==> src/rtl/ace_pkg.sv <==
// Shared encodings for the multiply/divide sequencer: FSM states and op codes.
package ace_pkg;

    typedef enum logic [1:0] {
        MD_IDLE = 2'd0,
        MD_CALC = 2'd1,
        MD_DONE = 2'd2
    } md_state_t;

    localparam logic MD_OP_MUL = 1'b0;
    localparam logic MD_OP_DIV = 1'b1;

endpackage

==> src/rtl/muldiv_seq_if.sv <==
// Issue/result bundle between decode-stall logic (master) and the sequencer (slave).
interface muldiv_seq_if #(parameter int N = 32);
    logic         start;
    logic         op;
    logic         sgn;
    logic [N-1:0] s;
    logic [N-1:0] t;
    logic         busy;
    logic         done;
    logic [N-1:0] result_lo;
    logic [N-1:0] result_hi;
    logic         overflow;

    modport master (
        output start, op, sgn, s, t,
        input  busy, done, result_lo, result_hi, overflow
    );

    modport slave (
        input  start, op, sgn, s, t,
        output busy, done, result_lo, result_hi, overflow
    );
endinterface

==> src/rtl/muldiv_step.sv <==
// One combinational iteration: shift-add multiply (LSB first) or restoring divide (MSB first).
module muldiv_step
    import ace_pkg::*;
#(
    parameter int N = 32
) (
    input  logic         i_op,
    input  logic [N-1:0] i_acc,
    input  logic [N-1:0] i_q,
    input  logic [N-1:0] i_opnd,
    output logic [N-1:0] o_acc,
    output logic [N-1:0] o_q
);
    logic [N:0] w_sum;
    logic [N:0] w_shift;
    logic [N:0] w_sub;
    logic       w_ge;
    logic       w_unused_sub_top;

    // Remainder is always below the divisor, so the top bit of the difference is never kept.
    assign w_sum            = {1'b0, i_acc} + (i_q[0] ? {1'b0, i_opnd} : '0);
    assign w_shift          = {i_acc, i_q[N-1]};
    assign w_ge             = (w_shift >= {1'b0, i_opnd});
    assign w_sub            = w_shift - {1'b0, i_opnd};
    assign w_unused_sub_top = w_sub[N];

    always_comb begin
        o_acc = i_acc;
        o_q   = i_q;
        if (i_op == MD_OP_MUL) begin
            o_acc = w_sum[N:1];
            o_q   = {w_sum[0], i_q[N-1:1]};
        end else begin
            o_acc = w_ge ? w_sub[N-1:0] : w_shift[N-1:0];
            o_q   = {i_q[N-2:0], w_ge};
        end
    end
endmodule

==> src/rtl/muldiv_seq.sv <==
// Multi-cycle MUL/DIV sequencer, one bit per cycle. Signed support under `MULDIV_SIGNED_EN.
// state   | meaning
// MD_IDLE | waiting for start
// MD_CALC | iterating (or flagging divide-by-zero)
// MD_DONE | one-cycle done pulse, results valid
module muldiv_seq
    import ace_pkg::*;
#(
    parameter int N    = 32,
    parameter int CNTW = 6
) (
    input  logic           i_clk,
    input  logic           i_reset,
    muldiv_seq_if.slave    bus
);
    md_state_t      r_state, w_next_state;
    logic [CNTW-1:0] r_cnt;
    logic           r_op;
    logic [N-1:0]   r_acc;
    logic [N-1:0]   r_q;
    logic [N-1:0]   r_opnd;
    logic           r_div0;
    logic [N-1:0]   r_lo;
    logic [N-1:0]   r_hi;
    logic           r_ovf;
    logic [N-1:0]   w_acc_nxt, w_q_nxt;
    logic [N-1:0]   w_mag_s, w_mag_t;
    logic [N-1:0]   w_lo_u, w_hi_u, w_fin_lo, w_fin_hi;
    logic           w_fin_ovf;
    logic           w_accept, w_finish;
`ifdef MULDIV_SIGNED_EN
    logic           r_sgn, r_neg_a, r_neg_r, r_ovf_min;
    logic           w_neg_s, w_neg_t;
    logic [2*N-1:0] w_prod_neg;

    assign w_neg_s = bus.sgn & bus.s[N-1];
    assign w_neg_t = bus.sgn & bus.t[N-1];
    assign w_mag_s = w_neg_s ? -bus.s : bus.s;
    assign w_mag_t = w_neg_t ? -bus.t : bus.t;
`else
    logic           w_unused_sgn;

    assign w_unused_sgn = bus.sgn;
    assign w_mag_s      = bus.s;
    assign w_mag_t      = bus.t;
`endif

    muldiv_step #(.N(N)) u_step (
        .i_op   (r_op),
        .i_acc  (r_acc),
        .i_q    (r_q),
        .i_opnd (r_opnd),
        .o_acc  (w_acc_nxt),
        .o_q    (w_q_nxt)
    );

    always_ff @(posedge i_clk) begin
        if (i_reset) r_state <= MD_IDLE;
        else         r_state <= w_next_state;
    end

    always_comb begin
        w_next_state = r_state;
        case (r_state)
            MD_IDLE: if (bus.start) w_next_state = MD_CALC;
            MD_CALC: if (r_div0 || (r_cnt == CNTW'(N-1))) w_next_state = MD_DONE;
            MD_DONE: w_next_state = MD_IDLE;
            default: w_next_state = MD_IDLE;
        endcase
    end

    assign w_accept = (r_state == MD_IDLE) && bus.start;
    assign w_finish = (r_state == MD_CALC) && (w_next_state == MD_DONE);

    // Divide-by-zero skips iteration: r_q still holds the dividend magnitude.
    always_comb begin
        w_lo_u   = r_div0 ? '0 : w_q_nxt;
        w_hi_u   = r_div0 ? r_q : w_acc_nxt;
        w_fin_lo = w_lo_u;
        w_fin_hi = w_hi_u;
`ifdef MULDIV_SIGNED_EN
        w_prod_neg = -{w_hi_u, w_lo_u};
        if (r_op == MD_OP_MUL) begin
            if (r_neg_a) {w_fin_hi, w_fin_lo} = w_prod_neg;
        end else begin
            if (r_neg_a) w_fin_lo = -w_lo_u;
            if (r_neg_r) w_fin_hi = -w_hi_u;
        end
        if (r_op == MD_OP_MUL)
            w_fin_ovf = r_sgn ? (w_fin_hi != {N{w_fin_lo[N-1]}}) : (w_fin_hi != '0);
        else
            w_fin_ovf = r_div0 | r_ovf_min;
`else
        if (r_op == MD_OP_MUL) w_fin_ovf = (w_fin_hi != '0);
        else                   w_fin_ovf = r_div0;
`endif
    end

    always_ff @(posedge i_clk) begin
        if (i_reset) begin
            r_cnt  <= '0;
            r_op   <= MD_OP_MUL;
            r_acc  <= '0;
            r_q    <= '0;
            r_opnd <= '0;
            r_div0 <= 1'b0;
            r_lo   <= '0;
            r_hi   <= '0;
            r_ovf  <= 1'b0;
`ifdef MULDIV_SIGNED_EN
            r_sgn     <= 1'b0;
            r_neg_a   <= 1'b0;
            r_neg_r   <= 1'b0;
            r_ovf_min <= 1'b0;
`endif
        end else if (w_accept) begin
            r_cnt  <= '0;
            r_op   <= bus.op;
            r_acc  <= '0;
            r_q    <= (bus.op == MD_OP_MUL) ? w_mag_t : w_mag_s;
            r_opnd <= (bus.op == MD_OP_MUL) ? w_mag_s : w_mag_t;
            r_div0 <= (bus.op == MD_OP_DIV) && (bus.t == '0);
`ifdef MULDIV_SIGNED_EN
            r_sgn     <= bus.sgn;
            r_neg_a   <= w_neg_s ^ w_neg_t;
            r_neg_r   <= w_neg_s;
            r_ovf_min <= (bus.op == MD_OP_DIV) && bus.sgn &&
                         (bus.s == {1'b1, {(N-1){1'b0}}}) && (bus.t == '1);
`endif
        end else if (r_state == MD_CALC) begin
            r_acc <= w_acc_nxt;
            r_q   <= w_q_nxt;
            r_cnt <= r_cnt + CNTW'(1);
            if (w_finish) begin
                r_lo  <= w_fin_lo;
                r_hi  <= w_fin_hi;
                r_ovf <= w_fin_ovf;
            end
        end
    end

    assign bus.busy      = (r_state == MD_CALC);
    assign bus.done      = (r_state == MD_DONE);
    assign bus.result_lo = r_lo;
    assign bus.result_hi = r_hi;
    assign bus.overflow  = r_ovf;
endmodule

==> src/flat_wrapper.sv <==
// flat-port wrapper written by rule: the top's interface ports become plain ports
module muldiv_seq_flat import ace_pkg::*;
#(
    parameter int N    = 32,
    parameter int CNTW = 6
)
  (i_clk, i_reset, bus_start, bus_op, bus_sgn, bus_s, bus_t, bus_busy, bus_done, bus_result_lo, bus_result_hi, bus_overflow);
  muldiv_seq_if #(.N(N)) bus_i ();
  input  logic i_clk;
  input  logic i_reset;
  input wire logic [$bits(bus_i.start)-1:0] bus_start;
  input wire logic [$bits(bus_i.op)-1:0] bus_op;
  input wire logic [$bits(bus_i.sgn)-1:0] bus_sgn;
  input wire logic [$bits(bus_i.s)-1:0] bus_s;
  input wire logic [$bits(bus_i.t)-1:0] bus_t;
  output wire logic [$bits(bus_i.busy)-1:0] bus_busy;
  output wire logic [$bits(bus_i.done)-1:0] bus_done;
  output wire logic [$bits(bus_i.result_lo)-1:0] bus_result_lo;
  output wire logic [$bits(bus_i.result_hi)-1:0] bus_result_hi;
  output wire logic [$bits(bus_i.overflow)-1:0] bus_overflow;
  assign bus_i.start = bus_start;
  assign bus_i.op = bus_op;
  assign bus_i.sgn = bus_sgn;
  assign bus_i.s = bus_s;
  assign bus_i.t = bus_t;
  assign bus_busy = bus_i.busy;
  assign bus_done = bus_i.done;
  assign bus_result_lo = bus_i.result_lo;
  assign bus_result_hi = bus_i.result_hi;
  assign bus_overflow = bus_i.overflow;
  muldiv_seq #(.N(N), .CNTW(CNTW)) u_core (.i_clk(i_clk), .i_reset(i_reset), .bus(bus_i));
endmodule
==> config.mk <==
export PLATFORM = sky130hd
export DESIGN_NAME = muldiv_seq_flat
export DESIGN_NICKNAME = d
export VERILOG_FILES = /design/src/rtl/ace_pkg.sv /design/src/rtl/muldiv_seq_if.sv /design/src/rtl/muldiv_step.sv /design/src/rtl/muldiv_seq.sv /design/src/flat_wrapper.sv
export SDC_FILE = /design/constraint.sdc
export NUM_CORES = 1
export LEC_CHECK = 0
export ABC_AREA = 1
export CAP_MARGIN = 20
export CORE_MARGIN = 5
export CORE_UTILIZATION = 48
export CTS_CLUSTER_DIAMETER = 150
export DETAILED_ROUTE_END_ITERATION = 8
export GPL_TIMING_DRIVEN = 0
export PLACE_DENSITY = 0.69
export SLEW_MARGIN = 25
export SYNTH_ARGS = -nofsm -noshare
export SYNTH_HDL_FRONTEND = slang
export SYNTH_HIERARCHICAL = 1
export SYNTH_SLANG_ARGS = --single-unit
==> constraint.sdc <==
create_clock -name i_clk -period 5 [get_ports i_clk]
set_input_delay 1.25 -clock i_clk [delete_from_list [all_inputs] [get_ports i_clk]]
set_output_delay 1.25 -clock i_clk [all_outputs]
set_load 0.005 [all_outputs]
==> results of run 1 <==
## metrics by stage
step,cells,util [%]
after global placement,2796,55.4
after global routing,2828,57.6
after detailed placement,2796,55.4
final,2828,57.6
after CTS,2828,57.6
after floorplan,2285,-
## critical path, cell delays in order, from the launching register on
cell and delay, ns:
sky130_fd_sc_hd__dfxtp_1 0.36, sky130_fd_sc_hd__clkbuf_1 0.28, sky130_fd_sc_hd__clkbuf_1 0.51, sky130_fd_sc_hd__nand2_1 0.10, sky130_fd_sc_hd__inv_1 0.08, sky130_fd_sc_hd__ha_1 0.22
sky130_fd_sc_hd__fa_1 0.24, sky130_fd_sc_hd__nand2_1 0.07, sky130_fd_sc_hd__nand2_1 0.09, sky130_fd_sc_hd__nand3b_1 0.08, sky130_fd_sc_hd__nand2_1 0.17, sky130_fd_sc_hd__nand2_1 0.07
sky130_fd_sc_hd__nand2_1 0.27, sky130_fd_sc_hd__nand2_1 0.09, sky130_fd_sc_hd__nand2_1 0.25, sky130_fd_sc_hd__nand2_1 0.11, sky130_fd_sc_hd__nand2_1 0.07, sky130_fd_sc_hd__nand2_1 0.05
sky130_fd_sc_hd__nand3_1 0.13, sky130_fd_sc_hd__nand2_1 0.19, sky130_fd_sc_hd__o21ai_0 0.27, sky130_fd_sc_hd__nand2_1 0.10, sky130_fd_sc_hd__nor2_1 0.09, sky130_fd_sc_hd__nand2_1 0.05
sky130_fd_sc_hd__nor2_1 0.09, sky130_fd_sc_hd__nand3_1 0.07, sky130_fd_sc_hd__nand2_1 0.06, sky130_fd_sc_hd__a21oi_1 0.05
## state kept, by name (all words and copies together) (netlist names), 2 cells and up
register	count
u_core/bus.result_hi	32
u_core/bus.result_lo	32
u_core/r_acc	32
u_core/r_opnd	32
u_core/r_q	32
u_core/r_cnt	6
u_core/r_state	2
## Yosys cell counts, drive strengths merged, types with 2 or more instances
library cell,n
a211oi,31
a21o,3
a21oi,162
a22o,2
a31oi,32
a32o,30
and2,6
buf,63
clkbuf,48
dfxtp,171
fa,2
ha,65
inv,307
mux2i,2
nand2,819
nand3,141
nand3b,39
nand4,13
nor2,142
nor3,15
nor3b,2
nor4,10
o21a,4
o21ai,127
o21bai,10
or2,14
xnor2,13
xor2,5
## final timing paths
path	slack, ns	end
max	0.67	u_core/bus.overflow
min	0.47	u_core/bus.result_lo[21]
max reg2reg	0.67	u_core/bus.overflow
min reg2reg	0.47	u_core/bus.result_lo[21]
## cell families after synthesis
| logic type | Yosys count | synth area share [%] |
|---|---|---|
| mux | 2 | 0.147 |
| simple gates | 1202 | 37.0 |
| fa+ha+maj | 67 | 6.25 |
| compound gates | 406 | 17.4 |
| flops | 171 | 25.1 |
| buf+inv | 419 | 12.9 |
| xor+xnor | 18 | 1.15 |
## per-layer routing
metal  wire [µm]  share of wire (%)
met2       23100                 42
met5           0                  0
met1       24100                 44
met3        6380                 12
met4        1700                3.1
## cells in the final DEF (no fill, tap or decap), drive strengths merged, types with 3 or more instances in the layout
master and instances:
clkbuf 66, buf 63, or2 14, inv 313
o21bai 10, a21o 3, clkinv 8, a31oi 32
nand2 819, nor2 142, xor2 5, and2 6
nand4 13, nand3 141, nor4 10, ha 65
xnor2 13, a21oi 162, nor3 15, clkdlybuf4s50 133
nand3b 39, o21a 4, a211oi 31, o21ai 127
dfxtp 171, a32o 30
## power breakdown
group          switching [mW]  total, mW  internal, mW
clock network           0.642       1.37         0.732
logic                   0.550      0.814         0.264
registers              0.0525       1.46          1.41
total                    1.24       3.65          2.40
## cell type report
type	count	area, µm²
fill	2908	11900
multi-input combinational	1695	8470
sequential	171	3420
timing repair buffer	133	1330
inverter	308	1160
buffer	111	606
tap	378	473
clock buffer	18	439
clock inverter	14	176
==> results.yml, run 1 <==
synthesis:
  synthesis.nets: 2421
  netlist_area_um2: 13700
  synth_top_area_share_pct: 25.1
  synth_top_cells_by_area: "sky130_fd_sc_hd__dfxtp_1 25%, sky130_fd_sc_hd__nand2_1 22%, sky130_fd_sc_hd__inv_1 8.2%, sky130_fd_sc_hd__ha_1 6.0%, sky130_fd_sc_hd__a21oi_1 5.9%"
  syn-instance-count: 2285
  syn_avg_cell_area_um2: 5.98
  ys_ff_latch: 171
  netlist.top_cell.by_area: "sky130_fd_sc_hd__dfxtp_1"
  synth_ff_type: "sky130_fd_sc_hd__dfxtp_1"
  synth-async-reset-ratio_pct: 0
  seq_area_frac_synth_pct: 25.1
  ys_warn_count: 6
  synth-edff-count: 0
  ys_types: 50
clocking:
  tritoncts_num_sinks: 171
  post-cts-setup-buffer-count: 0
  clk_pin_slew_ns: 0.08
  cts_htree_levels: 4
  cts.repair.resized: 0
  cts-hold-fix-buffers: 0
  cts_tree: "built"
  clkLatencyLatePin_ns: 0.44
  root_buffer: "sky130_fd_sc_hd__clkbuf_16"
  cts_inserted_buffers: 17
  clock_path_buffers: 2
detailed_routing:
  wl_per_cell_um: 19.5
  via_count: 16000
  drt_iter0_drc: 2274
  drc: 0
  postRouteWirelength_um: 55200
  dr.pass1.iters: 6
  drt-vias-per-instance: 5.65
  antenna_left: 0
critical_path:
  timing.setup.critical_path_class: "flip-flop to flip-flop"
  crit_path_max_fanout: 10
  ff2ff_path_depth: 27
  endpoint_kind: "flip-flop"
  critical_path_arrival_ns: 4.66
  crit_path_launch: "u_core/r_q[0]"
  cp-start-kind: "flip-flop"
  worstPathRequired_ns: 5.33
  worst_r2r_start: "u_core/r_q[0]"
placed_design:
  dpl_cell_area_um2: 15500
  hpwlAfterDp_um: 45600
  place.port_buffers: 133
  gpl.final_weighted_congestion: 1.05
  dp_worst_setup_slack_ns: 0.761
sta:
  hold_slack_ns: 0.468
  setup_tns_ns: 0
  maxSlewViolCount: 0
  slew_limit_headroom_pct: 35.1
  rsz0062_at_grt: "false"
  ratio_of_final_minimum_period_to_clock_period_pct: 86.6
  clock_period_minus_worst_slack_ns: 4.33
  fin_ws_ns: 0.672
  tightest_slew_ns: 0.974
  hold_violations: 0
  clock_skew_ns: 0.0130
  achievable-frequency_ghz: 0.231
  final-setup-viol-count: 0
global_route:
  grt-busiest-layer: "met2"
  grt.overflow.total: 0
  via_count_of_the_first_global_routing_pass: 14700
  antenna_violations_before_repair: 0
  grt_use_met3_pct: 7.65
  global_route.usage.total_pct: 33.9
  grt_pass1_wl_um: 83200
  largest_net_degree_at_the_start_of_global_routing: 19
  grt_util_met1_pct: 48.7
  globalRouteMet2Util_pct: 50.8
worst_hold_path:
  min_delay_path_depth: 2
  hold_class: "flip-flop to flip-flop"
  hold_start: "u_core/bus.result_lo[21]"
finish:
  area_delta_synth_final_pct: 17.7
  antenna_cells_inserted: 0
  finalInstanceArea_um2: 16100
  drive_gt1_share_pct: 5.35
  finalNetCount: 2573
floorplan:
  initial_core_utilization_pct: 48.9
  core_area_um2: 27900
  std_cell_rows: 61
  ioPinCount: 136
  die-height_um: 179
  dieArea_um2: 31900
  die_x_um: 179
status:
  status: "finished clean"
pwr:
  total_power_divided_by_cell_area_nw_per_um2: 227
  leakagePower_nw: 7.72
  finalPower_mw: 3.65
  ir_worst_vdd_v: 0.000229
flow_run:
  cap_viol_max_count: 0
No activity file was read; power rests on OpenSTA's default activity.
==> run 2, diff against run 1 <==
--- a/config.mk
+++ b/config.mk
@@ -11,7 +11,7 @@
 export CORE_UTILIZATION = 48
 export CTS_CLUSTER_DIAMETER = 150
 export DETAILED_ROUTE_END_ITERATION = 8
-export GPL_TIMING_DRIVEN = 0
+export GPL_TIMING_DRIVEN = 1
 export PLACE_DENSITY = 0.69
 export SLEW_MARGIN = 25
 export SYNTH_ARGS = -nofsm -noshare
==> run 2 against run 1 <==
Sequential share of layout area up 0.70 points. Largest power group unchanged. Highest routed layer unchanged. Register-to-register slack lost 0.09 ns. Fmax is 2.0% lower. Power is 3.1% lower.
==> results.yml, run 2 (synthesis gave the netlist of run 1 again) <==
worst_hold_path:
  min_delay_path_depth: 2
  worstHoldEndpoint: "u_core/bus.result_hi[0]"
  hold_start: "u_core/bus.result_hi[0]"
  hold_class: "flip-flop to flip-flop"
finish:
  antenna_cells_inserted: 0
  finalInstanceArea_um2: 15600
  final_cell_mix: "813 x sky130_fd_sc_hd__nand2_1, 297 x sky130_fd_sc_hd__inv_1, 170 x sky130_fd_sc_hd__dfxtp_1"
  finalNonFillerCells: 2734
  final_core_utilization_pct: 55.7
  finalNetCount: 2480
  filler_cell_count: 2931
  area_delta_synth_final_pct: 14.0
  layout.cells.most_common: "sky130_fd_sc_hd__nand2_1"
  drive_gt1_share_pct: 4.16
critical_path:
  worst_path_dominant_cell_family: "simple AND/OR/NAND/NOR gates"
  slowest_stage: "sky130_fd_sc_hd__nand2_2"
  rr_endpoint: "u_core/bus.overflow"
  crit_path_cell_trace: "inv_1 -> ha_1 -> nand2_1 -> nand2_1 -> nand2_1 -> nand2_1 -> nand2_1 -> nand3b_4 -> nand2_2 -> nand2_2 -> nand2_2 -> nand2_2 -> nand2_1 -> nand2_1 -> nand2_1 -> nand2_1 -> o21ai_0 -> nand4_1 -> nor2_1 -> nand3_1 -> nand2_1 -> a21oi_1"
  cp-start-kind: "flip-flop"
  timing.critical_path.mode_cell: "sky130_fd_sc_hd__nand2_1"
  endpoint_kind: "flip-flop"
  crit_path_max_fanout: 33
  worstPathRequired_ns: 5.28
  timing.setup.critical_path_class: "flip-flop to flip-flop"
  worst_r2r_start: "u_core/r_opnd[2]"
  rrSetupSlack_ns: 0.58
  critical_path_arrival_ns: 4.70
  timing.critical_path.buf_inv: 1
  cp_peak_stage_delay_ns: 0.59
  ff2ff_path_depth: 22
sta:
  setup_tns_ns: 0
  hold_violations: 0
  clock_skew_ns: 0.0174
  achievable-frequency_ghz: 0.226
  tightest_slew_ns: 1.04
  clock_period_minus_worst_slack_ns: 4.42
  maxSlewViolCount: 0
  final-setup-viol-count: 0
  rsz0062_at_grt: "false"
  fin_ws_ns: 0.583
  ratio_of_final_minimum_period_to_clock_period_pct: 88.3
  slew_limit_headroom_pct: 30.9
global_route:
  largest_net_degree_at_the_start_of_global_routing: 71
  grt_use_met3_pct: 4.22
  grt.overflow.total: 0
  grt_pass1_wl_um: 75000
  grt_util_met1_pct: 42.5
  grt-busiest-layer: "met2"
  via_count_of_the_first_global_routing_pass: 13400
  antenna_violations_before_repair: 0
  globalRouteMet2Util_pct: 47.4
  global_route.usage.total_pct: 30.0
clocking:
  cts.repair.resized: 0
  cts_htree_levels: 4
  root_buffer: "sky130_fd_sc_hd__clkbuf_16"
  cts-hold-fix-buffers: 0
  clkLatencyLatePin_ns: 0.43
  tritoncts_num_sinks: 171
  post-cts-setup-buffer-count: 0
  clock_path_buffers: 2
  cts_tree: "built"
  cts_inserted_buffers: 17
  clk_pin_slew_ns: 0.08
placed_design:
  hpwlAfterDp_um: 38300
  numPlacedInstances: 2703
  dpl_cell_area_um2: 15000
  gpl.final_weighted_congestion: 0.983
  dp_worst_setup_slack_ns: 0.698
  place.port_buffers: 134
status:
  status: "finished clean"
detailed_routing:
  via_count: 14900
  drc: 0
  drt-vias-per-instance: 5.46
  antenna_left: 0
  postRouteWirelength_um: 49400
  wl_per_cell_um: 18.1
  dr.pass1.iters: 6
  drt_iter0_drc: 1336
floorplan:
  std_cell_rows: 61
  core_area_um2: 27900
  initial_core_utilization_pct: 48.9
  die-height_um: 179
  ioPinCount: 136
  dieArea_um2: 31900
  die_x_um: 179
flow_run:
  cap_viol_max_count: 0
pwr:
  ir_worst_vdd_v: 0.000177
  total_power_divided_by_cell_area_nw_per_um2: 227
  leakagePower_nw: 7.45
run 2: final cells by class:
type                    count  area (µm²)  area share (%)
multi-input cells        1695        8480            54.4
repair buffers            151        1460            9.37
inverters                 308        1160            7.43
clock buffers              17         425            2.73
flip-flops and latches    171        3420            22.0
well taps                 378         473            3.04
clock inverters            14         155           0.997
run 2: routing by layer:
layer / share of wire (%) / routed length (µm) / vias up
li1: - / - / 7492
met1: 46 / 22600 / 6856
met2: 45 / 22200 / 500
met3: 6.2 / 3080 / 72
met4: 3.0 / 1480 / 0
met5: 0 / 0 / -
run 2: how the worst max path moves through the flow:
stage / start / endpoint / slack [ns] / depth (start not counted)
2_1_floorplan: u_core/r_q[0] / u_core/bus.overflow / 1.98 / 25
3_3_place_gp: u_core/r_opnd[3] / u_core/bus.overflow / 0.77 / 22
3_5_place_dp: u_core/r_opnd[3] / u_core/bus.overflow / 0.70 / 22
4_1_cts: u_core/r_opnd[3] / u_core/bus.overflow / 0.68 / 22
5_1_grt: u_core/r_opnd[2] / u_core/bus.overflow / 0.20 / 26
6_report: u_core/r_opnd[2] / u_core/bus.overflow / 0.58 / 22
run 2: power by group:
part / switching, mW / leakage, nW / internal [mW]
Combinational: 0.511 / 5.79 / 0.248
Clock: 0.650 / 0.277 / 0.666
Sequential: 0.0508 / 1.39 / 1.41
Total: 1.21 / 7.45 / 2.32
run 2: stage by stage:
step	hold WS, ns	total power [mW]
6_report	0.463	3.53
2_1_floorplan	0.456	1.97
4_1_cts	0.463	3.54
3_5_place_dp	0.452	2.23
3_3_place_gp	0.455	2.22
5_1_grt	0.478	3.69
run 2: worst min-delay path: stages (launching register included):
cell and delay, ns:
sky130_fd_sc_hd__dfxtp_1 0.31, sky130_fd_sc_hd__nand2_1 0.06, sky130_fd_sc_hd__a21oi_1 0.05
